$ cat config.mk
export PLATFORM = sky130hd
export DESIGN_NAME = gray_to_binary_tracker
export DESIGN_NICKNAME = d
export VERILOG_FILES = /design/src/rtl/gray_to_binary_tracker.sv
export SDC_FILE = /design/constraint.sdc
export NUM_CORES = 1
export LEC_CHECK = 0
export ABC_AREA = 0
export CAP_MARGIN = 20
export CORE_MARGIN = 10
export CORE_UTILIZATION = 30
export CTS_CLUSTER_DIAMETER = 30
export CTS_CLUSTER_SIZE = 14
export DETAILED_ROUTE_END_ITERATION = 8
export SLEW_MARGIN = 20
export SYNTH_ARGS = -nofsm -noshare
export SYNTH_HDL_FRONTEND = slang
export SYNTH_SLANG_ARGS = --single-unit
$ cat constraint.sdc
create_clock -name clk_in -period 4.9 [get_ports clk_in]
set_input_delay 1.47 -clock clk_in [delete_from_list [all_inputs] [get_ports clk_in]]
set_output_delay 1.47 -clock clk_in [all_outputs]
set_load 0.05 [all_outputs]
$ cat src/rtl/gray_to_binary_tracker.sv
// Gray-code sample decoder with step-direction, jump-error and revolution tracking.
// Each accepted sample becomes the reference for classifying the next one.
module gray_to_binary_tracker #(
  parameter int WIDTH = 3,
  parameter int REV_W = 8
) (
  input  logic               clk_in,
  input  logic               rst_in,
  input  logic [WIDTH-1:0]   g_in,
  input  logic               g_valid_in,
  output logic [WIDTH-1:0]   b_out,
  output logic               b_valid_out,
  output logic               up_out,
  output logic               down_out,
  output logic               err_out,
  output logic [REV_W-1:0]   rev_out,
  output logic [7:0]         err_cnt_out,
  output logic               locked_out
);

  typedef enum logic {EMPTY = 1'b0, LOCK = 1'b1} state_t;

  localparam logic [WIDTH-1:0] B_ZERO = {WIDTH{1'b0}};
  localparam logic [WIDTH-1:0] B_ONE  = {{(WIDTH-1){1'b0}}, 1'b1};
  localparam logic [WIDTH-1:0] B_MAX  = {WIDTH{1'b1}};
  localparam logic [REV_W-1:0] R_ONE  = {{(REV_W-1){1'b0}}, 1'b1};

  // Prefix-XOR from the MSB down turns a Gray code into binary.
  function automatic logic [WIDTH-1:0] gray_to_bin(input logic [WIDTH-1:0] g);
    logic [WIDTH-1:0] b;
    b[WIDTH-1] = g[WIDTH-1];
    for (int i = WIDTH - 2; i >= 0; i--) begin
      b[i] = b[i+1] ^ g[i];
    end
    return b;
  endfunction

  state_t           state_r, state_s;
  logic [WIDTH-1:0] b_r, b_s;
  logic             b_valid_r, b_valid_s;
  logic             up_r, up_s;
  logic             down_r, down_s;
  logic             err_r, err_s;
  logic [REV_W-1:0] rev_r, rev_s;
  logic [7:0]       err_cnt_r, err_cnt_s;
  logic [WIDTH-1:0] b_new_s;
  logic [WIDTH-1:0] diff_s;

  assign b_new_s = gray_to_bin(g_in);
  assign diff_s  = b_new_s - b_r;

  // Next-state and next-output computation for one accepted sample.
  always_comb begin
    state_s   = state_r;
    b_s       = b_r;
    b_valid_s = 1'b0;
    up_s      = 1'b0;
    down_s    = 1'b0;
    err_s     = 1'b0;
    rev_s     = rev_r;
    err_cnt_s = err_cnt_r;
    if (g_valid_in) begin
      b_s       = b_new_s;
      b_valid_s = 1'b1;
      case (state_r)
        EMPTY: begin
          state_s = LOCK;
        end
        LOCK: begin
          if (diff_s == B_ZERO) begin
            state_s = LOCK;
          end else if (diff_s == B_ONE) begin
            up_s = 1'b1;
            if (b_r == B_MAX) begin
              rev_s = rev_r + R_ONE;
            end else begin
              rev_s = rev_r;
            end
          end else if (diff_s == B_MAX) begin
            down_s = 1'b1;
            if (b_r == B_ZERO) begin
              rev_s = rev_r - R_ONE;
            end else begin
              rev_s = rev_r;
            end
          end else begin
            // Illegal jump: resynchronise to the new sample, no revolution change.
            err_s = 1'b1;
            if (err_cnt_r != 8'hFF) begin
              err_cnt_s = err_cnt_r + 8'd1;
            end else begin
              err_cnt_s = err_cnt_r;
            end
          end
        end
        default: begin
          state_s = EMPTY;
        end
      endcase
    end else begin
      state_s = state_r;
    end
  end

  // State and output registers with synchronous reset.
  always_ff @(posedge clk_in) begin
    if (rst_in) begin
      state_r   <= EMPTY;
      b_r       <= B_ZERO;
      b_valid_r <= 1'b0;
      up_r      <= 1'b0;
      down_r    <= 1'b0;
      err_r     <= 1'b0;
      rev_r     <= {REV_W{1'b0}};
      err_cnt_r <= 8'd0;
    end else begin
      state_r   <= state_s;
      b_r       <= b_s;
      b_valid_r <= b_valid_s;
      up_r      <= up_s;
      down_r    <= down_s;
      err_r     <= err_s;
      rev_r     <= rev_s;
      err_cnt_r <= err_cnt_s;
    end
  end

  assign b_out       = b_r;
  assign b_valid_out = b_valid_r;
  assign up_out      = up_r;
  assign down_out    = down_r;
  assign err_out     = err_r;
  assign rev_out     = rev_r;
  assign err_cnt_out = err_cnt_r;
  assign locked_out  = (state_r == LOCK);

endmodule
======== After elaboration in Yosys (flattened, before gate mapping) ========
Cells that the tools add are included.
storage, ports and cells
  word-level logic and storage cells ...... 40
  register bits ........................... 24
  bits of input ports ..................... 6
  output and inout bits ................... 24
cells by class
  reductions and logical operators ........ 8
  bitwise gates (word level) .............. 7
  mux-type cells .......................... 8
  add/sub/neg operators ................... 4
  eq/ne operators ......................... 5
operator list
  kind                 number
  $mux 8               4
  $add 8x1->8 const B  2
  $reduce_and 6->1     2
  $ne 8x8->1 const B   1
  $sub 8x1->8 const B  1
  $eq 3x3->1 const B   2
  $logic_not 3->1      2
  $not 1->1            5
  $reduce_or 5->1      1
  $mux 1               4
  $reduce_bool 2->1    2
  $reduce_or 4->1      1
  $eq 3x1->1 const B   1
  $sub 3x3->3          1
  $ne 2x1->1 const B   1
  $xor 1x1->1          2

======== Longest topological paths before layout ========
  word-level depth ........................ 6
  depth in mapped cells ................... 13
  depth with buffers taken out ............ 13

======== Least setup slack after synthesis ========
Ideal clock, no wire load.
  kind .................................... input to register
  start ................................... in g_in[2]
  end ..................................... reg rev_r[6] (netlist: rev_out[6])
  slack ................................... 247 ps
  buffers on the path ..................... 0
  library setup time ...................... 132 ps
  stages on the path ...................... 13
  data arrival time ....................... 4521 ps
  cells stage by stage .................... xor2_1 xnor2_1 ha_1 inv_1 fa_1 xnor3_2 or3_1 fa_1 a21oi_1 o21ai_0 mux2i_1 o41ai_1 a21oi_1
between the ends
  longest elaborated chain between the ends .. 6
ends and longest elaborated chain
  what                                                 line  text
  start: declaration                                   9     input logic [WIDTH-1:0] g_in,
  $xor 1x1->1 (2 in a row)                             33    b[i] = b[i+1] ^ g[i];
  $sub 3x3->3 *                                        50    assign diff_s = b_new_s - b_r;
  $eq 3x1->1 (tied with other cells)                   72    end else if (diff_s == B_ONE) begin
  $ne 2x1->1 (no source line) (tied with other cells)  -
  $reduce_and 6->1 (no source line)                    -
  end signal: assignment                               114   rev_r <= {REV_W{1'b0}};
  end signal: assignment                               123   rev_r <= rev_s;
  end: declaration                                     44    logic [REV_W-1:0] rev_r, rev_s;
Mark *: on every way between the ends. The rest lies on a longest branch, timed or not.
A chain may end at the register's enable or synchronous reset.

======== Worst setup path after layout ========
  start ................................... in g_in[1]
  end ..................................... reg rev_r[7] (netlist: rev_out[7])
between the ends
  longest elaborated chain between the ends .. 6
ends and longest elaborated chain
  what                                                 line  text
  $xor 1x1->1 *                                        33
  net b_new_s[1]                                       46    logic [WIDTH-1:0] b_new_s;
  $xor 1x1->1                                          33
  $sub 3x3->3 *                                        50
  $eq 3x1->1 (tied with other cells)                   72
  $ne 2x1->1 (no source line) (tied with other cells)  -
  $reduce_and 6->1 (no source line)                    -
The timed path passes the listed nets; every way through them passes the cells marked *.

==> out/metrics.cfg <==
[status]
status=finished clean

[setup_path]
start_kind=input pin
crit_path_end_kind=flip-flop
timing_worst_setup_path_type=input pin to flip-flop
cp_max_fo=6
cp.arrival_ps=4880
worstPathRequired_ps=5070

[clocking]
cts_tree=built
cts_hold_buf=0
cts_sinks=24
h-tree-depth=1
cts_inserted_buffers=3
insertion_delay_ps=270
cts.clk_slew.worst_paths_ps=90
root_buffer=clkbuf_8
clockBufferDepth=2

[sta]
setup_violations=0
rsz0062_at_grt=no
slew_viol_final=0
hold_ws_ps=491
max-slew-margin-rel_pct=36.7
worstMarginPinSlew_ps=946
period_needed_ps=4720
max_freq_mhz=212
finClkSkew_ps=2.80
hold_viol=0
post-route-period-util_pct=96.3

[floorplan]
dieArea_mm2=0.00760
die_y_um=87.2
fp.dieW_um=87.2
io_pins=30
rows=24
initial_core_util_pct=31.1
core_mm2=0.00435

[finish]
fin_nets=211
fill_cells=420
multi_input_area_um2=893
stdcell_count=246
final_core_util_pct=44.7
postLayoutCellArea_mm2=0.00195
seq_area_um2=480
area_growth_pct=43.6
drive_gt1_share_pct=17.5
diodes=0

[synthesis]
synth.most_common_cell=dfxtp_1
synth_top_area_cell=dfxtp_1
yosysSeqAreaShare_pct=35.5
synth_top_area_share_pct=35.5
yosys-top-cells-count=dfxtp_1 (24), nor2_1 (20), xnor2_1 (11)
synthFlopType=dfxtp_1
synth-seq-cells=24
synth_area_leaders=dfxtp_1 (35%), ha_1 (7.4%), xnor2_1 (7.1%)
ys_warn_count=0
avgSynthCellArea_um2=9.16
synth-edff-count=0
syn_area_mm2=0.00136
synth_cell_types=33
synthesis.nets=164
async_reset_ff_share_pct=0
syn_inst=148

[grt]
grt_util_all_layers_pct=9.17
grt_pass1_vias=1202
grt_max_degree=26
overflow=0
grt_pass1_wl_um=5660
antenna_found_initial=0

[drt]
vias=1174
wire_per_inst_um=13.4
drtAntennaViolNets=0
dr.pass1.iters=4
avgViaCountPerCell=4.77
drt_iter0_markers=42
drc=0
drt-total-wl_um=3300

[placement]
dp.cells=241
port-buffer-count=29
dpl.hpwl_um=2370
gp_congestion=0.769
placed_area_mm2=0.00181

[power_and_ir_drop]
power.density_mw_per_mm2=312
p_leak_uw=0.000732
vdd_drop_max_mv=0.115

[min_path]
worstHoldPathType=flip-flop to flip-flop

[job]
maxCapViolations=0

==> per-stage QoR <==
step	setup TNS (ps)	setup slack, ps	power, µW
4_1_cts	0	56.2	603
3_3_place_gp	-541	-242	420
5_1_grt	0	15.8	645
2_1_floorplan	0	247	351
3_5_place_dp	-615	-285	420
6_report	0	182	608
==> worst max-delay path, stage by stage <==
cell and delay [ps]:
clkdlybuf4s50_1 510, xor2_2 200, xnor2_2 150, ha_1 170, inv_1 50, fa_1 360, xnor3_2 230, or3_4 390
buf_4 180, ha_1 330, o21ai_0 200, nand2b_1 110, a21o_1 170, nand3_2 80, mux2_4 290
==> state kept, by name, indices dropped and copies added, names as in the netlist <==
| name | count |
|---|---|
| up_out | 1 |
| b_valid_out | 1 |
| locked_out | 1 |
| rev_out | 8 |
| err_cnt_out | 8 |
| err_out | 1 |
| b_out | 3 |
| down_out | 1 |
==> area by class of cell <==
| type | instances | share of cell area, % |
|---|---|---|
| repair buffers | 45 | 21.2 |
| inverters | 6 | 1.16 |
| well taps | 52 | 3.34 |
| clock inverters | 1 | 1.54 |
| clock buffers | 3 | 2.12 |
| flip-flops and latches | 24 | 24.7 |
| multi-input cells | 115 | 45.9 |
==> what timing repair did <==
action                                  in CTS  in global routing
pin swaps                                    0                  2
gates resized for setup                      1                  9
setup buffers                                0                  1
endpoints found under the setup margin       1                  2
==> routing by layer <==
layer | global-route usage [%] | wire length, µm | part of all wire (%) | vias to the layer above
met5 | 0 | 0 | 0 | -
met4 | 4.78 | 53 | 1.6 | 0
met3 | 3.09 | 205 | 6.2 | 2
met2 | 13.4 | 1410 | 43 | 22
met1 | 11.6 | 1630 | 49 | 542
li1 | - | - | - | 608
==> cells in the final DEF, fill, tap and decap left out, drive strengths merged, types with 5 or more instances in the layout <==
| master | instances |
|---|---|
| dfxtp | 24 |
| clkdlybuf4s50 | 28 |
| nor2 | 20 |
| nand3 | 7 |
| mux2i | 8 |
| nand2b | 5 |
| ha | 8 |
| o21ai | 5 |
| buf | 16 |
| nor2b | 5 |
| nor3 | 6 |
| nand2 | 7 |
| inv | 6 |
| a21oi | 6 |
| xnor2 | 11 |
==> logic make-up (layout without fill, tap and decap cells) <==
logic type	after synthesis	count (layout)	share of synthesized area (%)
buf+inv	9	55	2.49
mux	9	9	7.02
flops	24	24	35.5
compound gates	21	21	11.2
xor+xnor	15	15	10.8
simple gates	60	60	22.7
fa+ha+maj	10	10	10.3
==> path summary, 6_finish.rpt <==
path | from | end | slack (ps) | depth (start not counted)
setup / recovery | g_in[1] | rev_out[7]$_SDFFE_PP0P_ | 180 | 15
hold / removal | locked_out$_SDFFE_PP0P_ | locked_out$_SDFFE_PP0P_ | 490 | 2
setup reg to reg | b_out[0]$_SDFFE_PP0P_ | rev_out[7]$_SDFFE_PP0P_ | 1840 | 12
hold reg to reg | locked_out$_SDFFE_PP0P_ | locked_out$_SDFFE_PP0P_ | 490 | 2
==> report_power, final <==
group	leakage (µW)	total [µW]	internal (µW)	switching [µW]
sequential	0.000195	211	203	8.02
combinational	0.000501	221	101	120
clock	0.0000357	176	109	66.8
(Power assumes the default switching activity.)
